## config.mk

```make
export PLATFORM = sky130hd
export DESIGN_NAME = uart_program_loader_flat
export DESIGN_NICKNAME = d
export VERILOG_FILES = /design/src/rtl/uart_program_loader_if.sv /design/src/rtl/uart_program_loader.sv /design/src/flat_wrapper.sv
export SDC_FILE = /design/constraint.sdc
export NUM_CORES = 1
export LEC_CHECK = 0
export ABC_AREA = 1
export CAP_MARGIN = 20
export CORE_MARGIN = 10
export CORE_UTILIZATION = 47
export CTS_CLUSTER_DIAMETER = 150
export DETAILED_ROUTE_END_ITERATION = 16
export GPL_TIMING_DRIVEN = 0
export HOLD_SLACK_MARGIN = 0.03
export PLACE_DENSITY = 0.69
export SETUP_SLACK_MARGIN = 0.15
export SLEW_MARGIN = 30
export SYNTH_ARGS = -nofsm -noshare
export SYNTH_HDL_FRONTEND = slang
export SYNTH_SLANG_ARGS = --single-unit
```

## constraint.sdc

```tcl
create_clock -name clk_i -period 2.15 [get_ports clk_i]
set_input_delay 0.43 -clock clk_i [delete_from_list [all_inputs] [get_ports clk_i]]
set_output_delay 0.43 -clock clk_i [all_outputs]
set_load 0.005 [all_outputs]
```

## src/rtl/uart_program_loader_if.sv

```systemverilog
// ----------------------------------------------------------------------------
// uart_program_loader_if
//   Write port from the serial program loader into cpu program memory.
//
//   mem_we    one-cycle write strobe
//   mem_addr  write address (holds the last written address between strobes)
//   mem_data  instruction word {opcode, operand} (holds the last written word)
//
//   master : the loader, which drives the port
//   slave  : the program memory, which receives it
// ----------------------------------------------------------------------------
interface uart_program_loader_if #(
    parameter int ADDR_W = 4,
    parameter int DATA_W = 7
) ();

    logic              mem_we;
    logic [ADDR_W-1:0] mem_addr;
    logic [DATA_W-1:0] mem_data;

    modport master (
        output mem_we,
        output mem_addr,
        output mem_data
    );

    modport slave (
        input mem_we,
        input mem_addr,
        input mem_data
    );

endinterface : uart_program_loader_if

```

## src/rtl/uart_program_loader.sv

```systemverilog
// ----------------------------------------------------------------------------
// uart_program_loader
//   Serial program-load stage in front of the cpu core. While the programming
//   pin is high, 8N1 UART bytes arriving on rx_i are written one after another
//   into program memory, starting at address 0. The low
//   OPERATION_CODE_WIDTH+REGISTER_WIDTH bits of each byte form one instruction
//   word {opcode, operand}; any upper byte bits are discarded. Once
//   MEMORY_REGISTERS words have been written the loader sits in FULL with done_o
//   high and ignores further traffic until the programming pin is released.
//
// Ports
//   clk_i         single clock, all logic on the rising edge
//   reset_ni      synchronous reset, active low
//   p_programm_i  programming-mode request (asynchronous pin)
//   rx_i          UART serial data, idles high (asynchronous pin)
//   mem_if        program-memory write port (master side)
//   busy_o        a frame is being received or written
//   done_o        every program word has been written
//   frame_err_o   one-cycle pulse on a bad (low) stop bit
// ----------------------------------------------------------------------------
module uart_program_loader #(
    parameter int CLKS_PER_BIT         = 16,
    parameter int OPERATION_CODE_WIDTH = 3,
    parameter int REGISTER_WIDTH       = 4,
    parameter int MEMORY_ADDRESS_WIDTH = 4,
    parameter int MEMORY_REGISTERS     = 16
) (
    input  logic                  clk_i,
    input  logic                  reset_ni,
    input  logic                  p_programm_i,
    input  logic                  rx_i,
    uart_program_loader_if.master mem_if,
    output logic                  busy_o,
    output logic                  done_o,
    output logic                  frame_err_o
);

    localparam int DW    = OPERATION_CODE_WIDTH + REGISTER_WIDTH;
    localparam int AW    = MEMORY_ADDRESS_WIDTH;
    localparam int CNT_W = $clog2(CLKS_PER_BIT);

    // Terminal counts of the bit-timing counter: the start bit is re-checked
    // half a bit after its falling edge, so every later sample falls mid-bit.
    localparam logic [CNT_W-1:0] HALF_LAST = CNT_W'(CLKS_PER_BIT / 2 - 1);
    localparam logic [CNT_W-1:0] BIT_LAST  = CNT_W'(CLKS_PER_BIT - 1);
    localparam logic [AW-1:0]    ADDR_LAST = AW'(MEMORY_REGISTERS - 1);

    typedef enum logic [2:0] {
        S_IDLE,
        S_START,
        S_DATA,
        S_STOP,
        S_WRITE,
        S_FULL
    } state_e;

    // ------------------------------------------------------------------
    // Input synchronizers
    // ------------------------------------------------------------------
    logic rx_meta_q, rx_sync_q;
    logic prog_meta_q, prog_sync_q;

    // NOTE: reset values match each pin's idle level (rx idles high, prog
    // idles low), so the FSM never sees a phantom start bit or load request
    // while the synchronizers are still flushing after reset.
    always_ff @(posedge clk_i) begin
        if (!reset_ni) begin
            rx_meta_q   <= 1'b1;
            rx_sync_q   <= 1'b1;
            prog_meta_q <= 1'b0;
            prog_sync_q <= 1'b0;
        end else begin
            rx_meta_q   <= rx_i;
            rx_sync_q   <= rx_meta_q;
            prog_meta_q <= p_programm_i;
            prog_sync_q <= prog_meta_q;
        end
    end

    // ------------------------------------------------------------------
    // Receiver / loader state
    // ------------------------------------------------------------------
    state_e            state_q,     state_d;
    logic [CNT_W-1:0]  clk_cnt_q,   clk_cnt_d;
    logic [2:0]        bit_cnt_q,   bit_cnt_d;
    logic [7:0]        shift_q,     shift_d;
    logic [AW-1:0]     addr_q,      addr_d;
    logic [AW-1:0]     mem_addr_q,  mem_addr_d;
    logic [DW-1:0]     mem_data_q,  mem_data_d;
    logic              frame_err_q, frame_err_d;
    // Set once rx has been seen high in IDLE; a new start bit is accepted
    // only after that, so a line held low after a bad stop bit cannot
    // retrigger reception.
    logic              armed_q,     armed_d;

    // NOTE: sequential state is updated only with non-blocking assignments so
    // every flop samples the values from before the edge, independent of the
    // order in which the statements are written.
    always_ff @(posedge clk_i) begin
        if (!reset_ni) begin
            state_q     <= S_IDLE;
            clk_cnt_q   <= '0;
            bit_cnt_q   <= '0;
            shift_q     <= '0;
            addr_q      <= '0;
            mem_addr_q  <= '0;
            mem_data_q  <= '0;
            frame_err_q <= 1'b0;
            armed_q     <= 1'b0;
        end else begin
            state_q     <= state_d;
            clk_cnt_q   <= clk_cnt_d;
            bit_cnt_q   <= bit_cnt_d;
            shift_q     <= shift_d;
            addr_q      <= addr_d;
            mem_addr_q  <= mem_addr_d;
            mem_data_q  <= mem_data_d;
            frame_err_q <= frame_err_d;
            armed_q     <= armed_d;
        end
    end

    // NOTE: every signal assigned below gets its hold/default value first, so
    // no path through the case statement can leave one unassigned and infer a
    // latch.
    always_comb begin
        state_d     = state_q;
        clk_cnt_d   = clk_cnt_q;
        bit_cnt_d   = bit_cnt_q;
        shift_d     = shift_q;
        addr_d      = addr_q;
        mem_addr_d  = mem_addr_q;
        mem_data_d  = mem_data_q;
        frame_err_d = 1'b0;
        armed_d     = armed_q;

        if (!prog_sync_q) begin
            // Leaving programming mode abandons any partial frame and rewinds
            // the load so the next rising edge of prog starts at address 0.
            state_d = S_IDLE;
            addr_d  = '0;
            armed_d = rx_sync_q;
        end else begin
            case (state_q)
                S_IDLE: begin
                    if (rx_sync_q) begin
                        armed_d = 1'b1;
                    end else if (armed_q) begin
                        state_d   = S_START;
                        clk_cnt_d = '0;
                        bit_cnt_d = '0;
                        armed_d   = 1'b0;
                    end
                end

                S_START: begin
                    if (clk_cnt_q == HALF_LAST) begin
                        clk_cnt_d = '0;
                        // A line already back high mid start bit was a glitch.
                        state_d   = rx_sync_q ? S_IDLE : S_DATA;
                    end else begin
                        clk_cnt_d = clk_cnt_q + CNT_W'(1);
                    end
                end

                S_DATA: begin
                    if (clk_cnt_q == BIT_LAST) begin
                        clk_cnt_d = '0;
                        shift_d   = {rx_sync_q, shift_q[7:1]};  // LSB first
                        bit_cnt_d = bit_cnt_q + 3'd1;
                        if (bit_cnt_q == 3'd7) begin
                            state_d = S_STOP;
                        end
                    end else begin
                        clk_cnt_d = clk_cnt_q + CNT_W'(1);
                    end
                end

                S_STOP: begin
                    if (clk_cnt_q == BIT_LAST) begin
                        clk_cnt_d = '0;
                        if (rx_sync_q) begin
                            // Capture the write now so address and data are
                            // valid in the same cycle as the strobe.
                            state_d    = S_WRITE;
                            mem_addr_d = addr_q;
                            mem_data_d = shift_q[DW-1:0];
                        end else begin
                            state_d     = S_IDLE;
                            frame_err_d = 1'b1;
                        end
                    end else begin
                        clk_cnt_d = clk_cnt_q + CNT_W'(1);
                    end
                end

                S_WRITE: begin
                    // The counter stops at the last word instead of wrapping.
                    if (addr_q == ADDR_LAST) begin
                        state_d = S_FULL;
                    end else begin
                        addr_d  = addr_q + AW'(1);
                        state_d = S_IDLE;
                    end
                end

                S_FULL: begin
                    state_d = S_FULL;
                end

                default: begin
                    state_d = S_IDLE;
                end
            endcase
        end
    end

    // ------------------------------------------------------------------
    // Outputs: all decoded from registered state, so they are glitch-free.
    // ------------------------------------------------------------------
    assign mem_if.mem_we   = (state_q == S_WRITE);
    assign mem_if.mem_addr = mem_addr_q;
    assign mem_if.mem_data = mem_data_q;

    assign busy_o      = (state_q == S_START) || (state_q == S_DATA) ||
                         (state_q == S_STOP)  || (state_q == S_WRITE);
    assign done_o      = (state_q == S_FULL);
    assign frame_err_o = frame_err_q;

endmodule : uart_program_loader
```

## src/flat_wrapper.sv

```systemverilog
// flat-port wrapper written by rule: the top's interface ports become plain ports
module uart_program_loader_flat 
#(
    parameter int CLKS_PER_BIT         = 16,
    parameter int OPERATION_CODE_WIDTH = 3,
    parameter int REGISTER_WIDTH       = 4,
    parameter int MEMORY_ADDRESS_WIDTH = 4,
    parameter int MEMORY_REGISTERS     = 16
)
  (clk_i, reset_ni, p_programm_i, rx_i, busy_o, done_o, frame_err_o, mem_if_mem_we, mem_if_mem_addr, mem_if_mem_data);
  uart_program_loader_if mem_if_i ();
  input  logic clk_i;
  input  logic reset_ni;
  input  logic p_programm_i;
  input  logic rx_i;
  output logic busy_o;
  output logic done_o;
  output logic frame_err_o;
  output wire logic [$bits(mem_if_i.mem_we)-1:0] mem_if_mem_we;
  output wire logic [$bits(mem_if_i.mem_addr)-1:0] mem_if_mem_addr;
  output wire logic [$bits(mem_if_i.mem_data)-1:0] mem_if_mem_data;
  assign mem_if_mem_we = mem_if_i.mem_we;
  assign mem_if_mem_addr = mem_if_i.mem_addr;
  assign mem_if_mem_data = mem_if_i.mem_data;
  uart_program_loader #(.CLKS_PER_BIT(CLKS_PER_BIT), .OPERATION_CODE_WIDTH(OPERATION_CODE_WIDTH), .REGISTER_WIDTH(REGISTER_WIDTH), .MEMORY_ADDRESS_WIDTH(MEMORY_ADDRESS_WIDTH), .MEMORY_REGISTERS(MEMORY_REGISTERS)) u_core (.clk_i(clk_i), .reset_ni(reset_ni), .p_programm_i(p_programm_i), .rx_i(rx_i), .mem_if(mem_if_i), .busy_o(busy_o), .done_o(done_o), .frame_err_o(frame_err_o));
endmodule
```

* Word level (Yosys, flattened, before mapping) *
Index checks and enable logic that the tools add are counted.

storage, ports and cells
  logic and storage cells = 71
  flip-flop bits (word level) = 39
  input bits = 4
  output and inout bits = 15

cells by class
  bitwise logic cells = 1
  reductions and logical operators = 15
  add/subtract/negate cells = 3
  multiplexer cells = 23
  eq/ne operators = 16

operators with widths
  kind                                                 count
  2-to-1 mux 3 bit                                     11
  one-hot mux 3 bit (6 select lines)                   1
  2-to-1 mux 4 bit                                     4
  one-hot mux 4 bit (3 select lines)                   1
  AND reduction 4 bit                                  3
  != test 2 x 1 -> 1 bit, second input constant        5
  equality test 3 bit, second input constant           3
  adder 4 x 1 -> 4 bit, second input constant          2
  equality test 4 bit, second input constant           2
  equality test 3 x 2 -> 1 bit, second input constant  2
  one-hot mux 3 bit (2 select lines)                   1
  AND reduction 6 bit                                  1
  AND reduction 5 bit                                  1
  equality test 4 x 3 -> 1 bit, second input constant  1
  2-to-1 mux 1 bit                                     4
  != test 2 bit, second input constant                 2
  AND reduction 2 bit                                  2
  adder 3 x 1 -> 3 bit, second input constant          1
  equality test 3 x 1 -> 1 bit, second input constant  1
  zero test 3 bit                                      1
  logical OR 1 bit                                     3
  AND reduction 3 bit                                  1
  nonzero test 3 bit                                   1
  2-to-1 mux 2 bit                                     1
  other kinds (3)                                      3

* Logic depth before layout (Yosys ltp) *
  word-level depth = 4
  depth in mapped cells = 10
  gate-level depth less buffers = 10

* Worst setup path before layout *
Ideal clock, no wire load.

  path kind = flip-flop to output port
  start = register u_core.state_q[0]
  end = output busy_o
  required time = 1720 ps
  buffers on the path = 0
  slack = 766 ps
  cell stages (with the launch flop) = 4
  arrival = 954 ps
  cells stage by stage = dfxtp_1 -> nor2_2 -> nor2_1 -> or2_2

on the way
  word-level cells in the longest chain between the ends = 4
  elaborated cells between the ends (all ways) = 7
  those cells by class = 4 x eq/ne; 3 x reduce/logical

ends and longest elaborated chain
  what                                                                                 RTL line                    text
  from (decl)                                                                          uart_program_loader.sv:83   state_e state_q, state_d;
  from (signal assigned)                                                               uart_program_loader.sv:111  state_q <= state_d;
  equality test 3 x 1 -> 1 bit / equality test 3 x 2 -> 1 bit (equally long branches)  uart_program_loader.sv:225  assign busy_o = (state_q == S_START) || (state_q == S_DATA) ||
  logical OR 1 bit (2 in a row)                                                        uart_program_loader.sv:225
  logical OR 1 bit *                                                                   uart_program_loader.sv:226  (state_q == S_STOP) || (state_q == S_WRITE);
  to (decl)                                                                            flat_wrapper.sv:16          output logic busy_o;

Mark *: on every way between the ends. The rest lies on a longest branch, timed or not.

* Final worst setup path *
Same ends and word-level chain as after synthesis.

==> impl_metrics.env <==
export IMPL_critPathBufInv=1
export IMPL_mostFrequentLayoutCells="nor2_1 (55), dfxtp_1 (37), nand2_1 (33), o21ai_1 (19), clkdlybuf4s50_1 (15)"
export IMPL_tightest_slew_ps=432
export IMPL_die_y_um=80.0
export IMPL_tns_ps=0
export IMPL_cts_made_buffers=5
export IMPL_routed_wl_um=3300
export IMPL_required_ps=1720
export IMPL_fin_nets=266
export IMPL_drive_above_1_share=0.158
export IMPL_synthDistinctLibCells=25
export IMPL_synth_compound_area_frac=0.114
export IMPL_io_pins=19
export IMPL_synthXorXnorAreaFrac=0.00519
export IMPL_syn_nets=237
export IMPL_dieArea_um2=6390
export IMPL_n_antenna_cell=0
export IMPL_ys_seq_area_frac=0.462
export IMPL_min_period_ps=1920
export IMPL_place_congestion=0.826
export IMPL_avgSynthCellArea_um2=7.38
export IMPL_io_buffers=18
export IMPL_critical_path_cell_chain="nor2_4 -> nor2_2 -> or2_2 -> dlygate4sd2_1"
export IMPL_r2r_end="u_core.state_q[0]"
export IMPL_end_kind="output pin"
export IMPL_synth_top_family_by_area="simple AND/OR/NAND/NOR gates"
export IMPL_critPathSlowestCell="dfxtp_4"
export IMPL_root_buffer="clkbuf_4"
export IMPL_synth_edf_count=0
export IMPL_drv_slew=0
export IMPL_leakagePower_nw=0.931
export IMPL_final_area_um2=2060
export IMPL_instances_no_fill=305
export IMPL_p_switching_mw=0.274
export IMPL_wl_per_cell_um=10.8
export IMPL_preCtsSetupSlack_ps=157
export IMPL_die_w_um=80.0
export IMPL_vias=1445
export IMPL_drc=0
export IMPL_clock_fmax_ghz=0.521
export IMPL_clock_path_buffers=2
export IMPL_intPower_mw=0.986
export IMPL_synthFlopType="dfxtp_1"
export IMPL_worstPathMaxFanout=4
export IMPL_outcome="complete, no violations"
export IMPL_grt_max_degree=14
export IMPL_ys_warn_count=0
export IMPL_synthCells=229
export IMPL_hp_class="reg2reg"
export IMPL_grt_pass1_wl_um=5910
export IMPL_synth_area_um2=1690
export IMPL_viasPerCell=4.74
export IMPL_whs_ps=428
export IMPL_synth_adder_area_share=0.0296
export IMPL_cts_num_sinks=39
export IMPL_core_area_um2=3420
export IMPL_start_kind="flip-flop"
export IMPL_power_density_nw_per_um2=613
export IMPL_rsz0062_at_grt="false"
export IMPL_dp_hpwl_um=2440
export IMPL_holdPathEnd="u_core.prog_sync_q"
export IMPL_postCtsHoldBufs=0
export IMPL_period_share=0.892
export IMPL_cpPeakStageDelay_ps=370
export IMPL_drtIter0Drc=44
export IMPL_postPlaceCellArea_um2=1930
export IMPL_core_rowCount=21
export IMPL_reg2reg_from="u_core.clk_cnt_q[1]"
export IMPL_track_usage=0.115
export IMPL_final_util=0.602
export IMPL_antenna_found_initial=0
export IMPL_cp_arrival_ps=1490
export IMPL_area_growth_pct=21.7
export IMPL_drt_pass1_iter_count=4
export IMPL_ys_ff_latch=39
export IMPL_start_util=0.495
export IMPL_final_common_cell="nor2_1"
export IMPL_setup_slack_ps=231
export IMPL_hold_viol=0
export IMPL_criticalPathCategory="reg2out"
export IMPL_async_reset_ff_frac=0
export IMPL_crit_family="simple AND/OR/NAND/NOR gates"
export IMPL_postRouteAntennaNets=0
export IMPL_placedCellCount=293
export IMPL_synthMuxAreaShare=0
export IMPL_grt_overflow=0
export IMPL_path_clk_slew_ps=120
export IMPL_htree_levels=2
export IMPL_power_total_mw=1.26
export IMPL_rr_worst_depth=8
export IMPL_fin_worst_skew_ps=7.20
export IMPL_cts_tree="yes"
export IMPL_max_vdd_ir_drop_uv=409
export IMPL_rrSetupSlack_ps=710
export IMPL_clkPwrFrac=0.390
export IMPL_seqPwrFrac=0.578
export IMPL_clkLatencyLatePin_ps=350
export IMPL_p_comb_frac=0.031
export IMPL_min_path_cells=2
export IMPL_slew_headroom=0.712
export IMPL_setup_viol=0
export IMPL_netSwitchingFraction=0.217
export IMPL_hold_start="u_core.prog_meta_q"
export IMPL_yosys_area_share_simple=0.317
export IMPL_grt_pass1_vias=1351
export IMPL_max_cap_violations=0
-- cells by family (layout without fill, tap and decap cells) --
logic type	count (synthesis)	in the layout
AND/OR/NAND/NOR	119	119
flip-flops	39	39
AO/OA/AOI/OAI	38	38
buffers and inverters	28	58
adder cells (fa/ha/maj)	4	4
XOR/XNOR	1	1
-- worst register-to-register path, stage by stage, from the launching register on --
cell and delay, ps:
dfxtp_1 380, ha_1 200, nand3_1 160, nand2_1 110, nand3_1 130, nor2_1 210, nand2_1 70, nand2_1 60
nor2_1 40
-- flip-flops by register name, summed over array words and instances (netlist names) --
register / flops
u_core.shift_q: 8
u_core.mem_if.mem_data: 7
u_core.addr_q: 4
u_core.clk_cnt_q: 4
u_core.mem_if.mem_addr: 4
u_core.bit_cnt_q: 3
u_core.state_q: 3
u_core.armed_q: 1
u_core.frame_err_o: 1
u_core.prog_meta_q: 1
u_core.prog_sync_q: 1
u_core.rx_meta_q: 1
u_core.rx_sync_q: 1
-- final cells by class --
cell class / instances / area [um2]
fillers: 334 / 1360
clock inverters: 3 / 43.8
clock buffers: 5 / 37.5
plain buffers: 6 / 41.3
repair buffers: 22 / 210
multi-input cells: 162 / 795
flip-flops and latches: 39 / 788
inverters: 22 / 82.6
well taps: 46 / 57.6
-- cells in the mapped netlist (2+ instances only) --
cell type | n | area (um2)
a21oi_1 | 9 | 45.0
buf_6 | 2 | 22.5
clkbuf_1 | 3 | 11.3
dfxtp_1 | 39 | 781
ha_1 | 4 | 50.1
inv_1 | 13 | 48.8
inv_2 | 8 | 30.0
nand2_1 | 33 | 124
nand2_2 | 4 | 25.0
nand3_1 | 11 | 55.1
nand3_2 | 2 | 20.0
nor2_1 | 56 | 210
nor2_2 | 2 | 12.5
nor2_4 | 4 | 45.0
o21ai_0 | 9 | 45.0
o21ai_1 | 19 | 95.1
or2_2 | 3 | 18.8
-- per-layer routing --
metal,vias up,part of all wire,GRT usage
met4,0,0.015,0.0423
met3,6,0.041,0.0428
li1,791,-,-
met2,19,0.45,0.179
met5,-,0,0
met1,629,0.49,0.140
-- how the worst max path moves through the flow --
stage | startpoint | end | slack (ps) | depth (start not counted)
detailed placement | u_core.state_q[0] | busy_o | 160 | 4
finish | u_core.state_q[0] | busy_o | 230 | 4
global placement | reset_ni | u_core.shift_q[6] | 140 | 5
CTS | u_core.state_q[1] | mem_if_mem_we | 210 | 4
floorplan | u_core.state_q[0] | busy_o | 770 | 3
global route | u_core.state_q[0] | busy_o | 160 | 4
-- power by group through the flow --
| stage | logic, mW | clock network, mW | registers [mW] |
|---|---|---|---|
| 2_1_floorplan | 0.0254 | 0 | 0.747 |
| 3_3_place_gp | 0.0386 | 0 | 0.748 |
| 3_5_place_dp | 0.0386 | 0 | 0.748 |
| 4_1_cts | 0.0397 | 0.509 | 0.729 |
| 5_1_grt | 0.0465 | 0.538 | 0.730 |
| 6_report | 0.0395 | 0.492 | 0.729 |
-- what timing repair did --
item | CTS | global route
gates cloned | 0 | 0
buffers inserted | 4 | 0
resized for setup | 9 | 1
pin swaps | 1 | 1
setup endpoints to repair | 3 | 1
(Power assumes the default switching activity.)
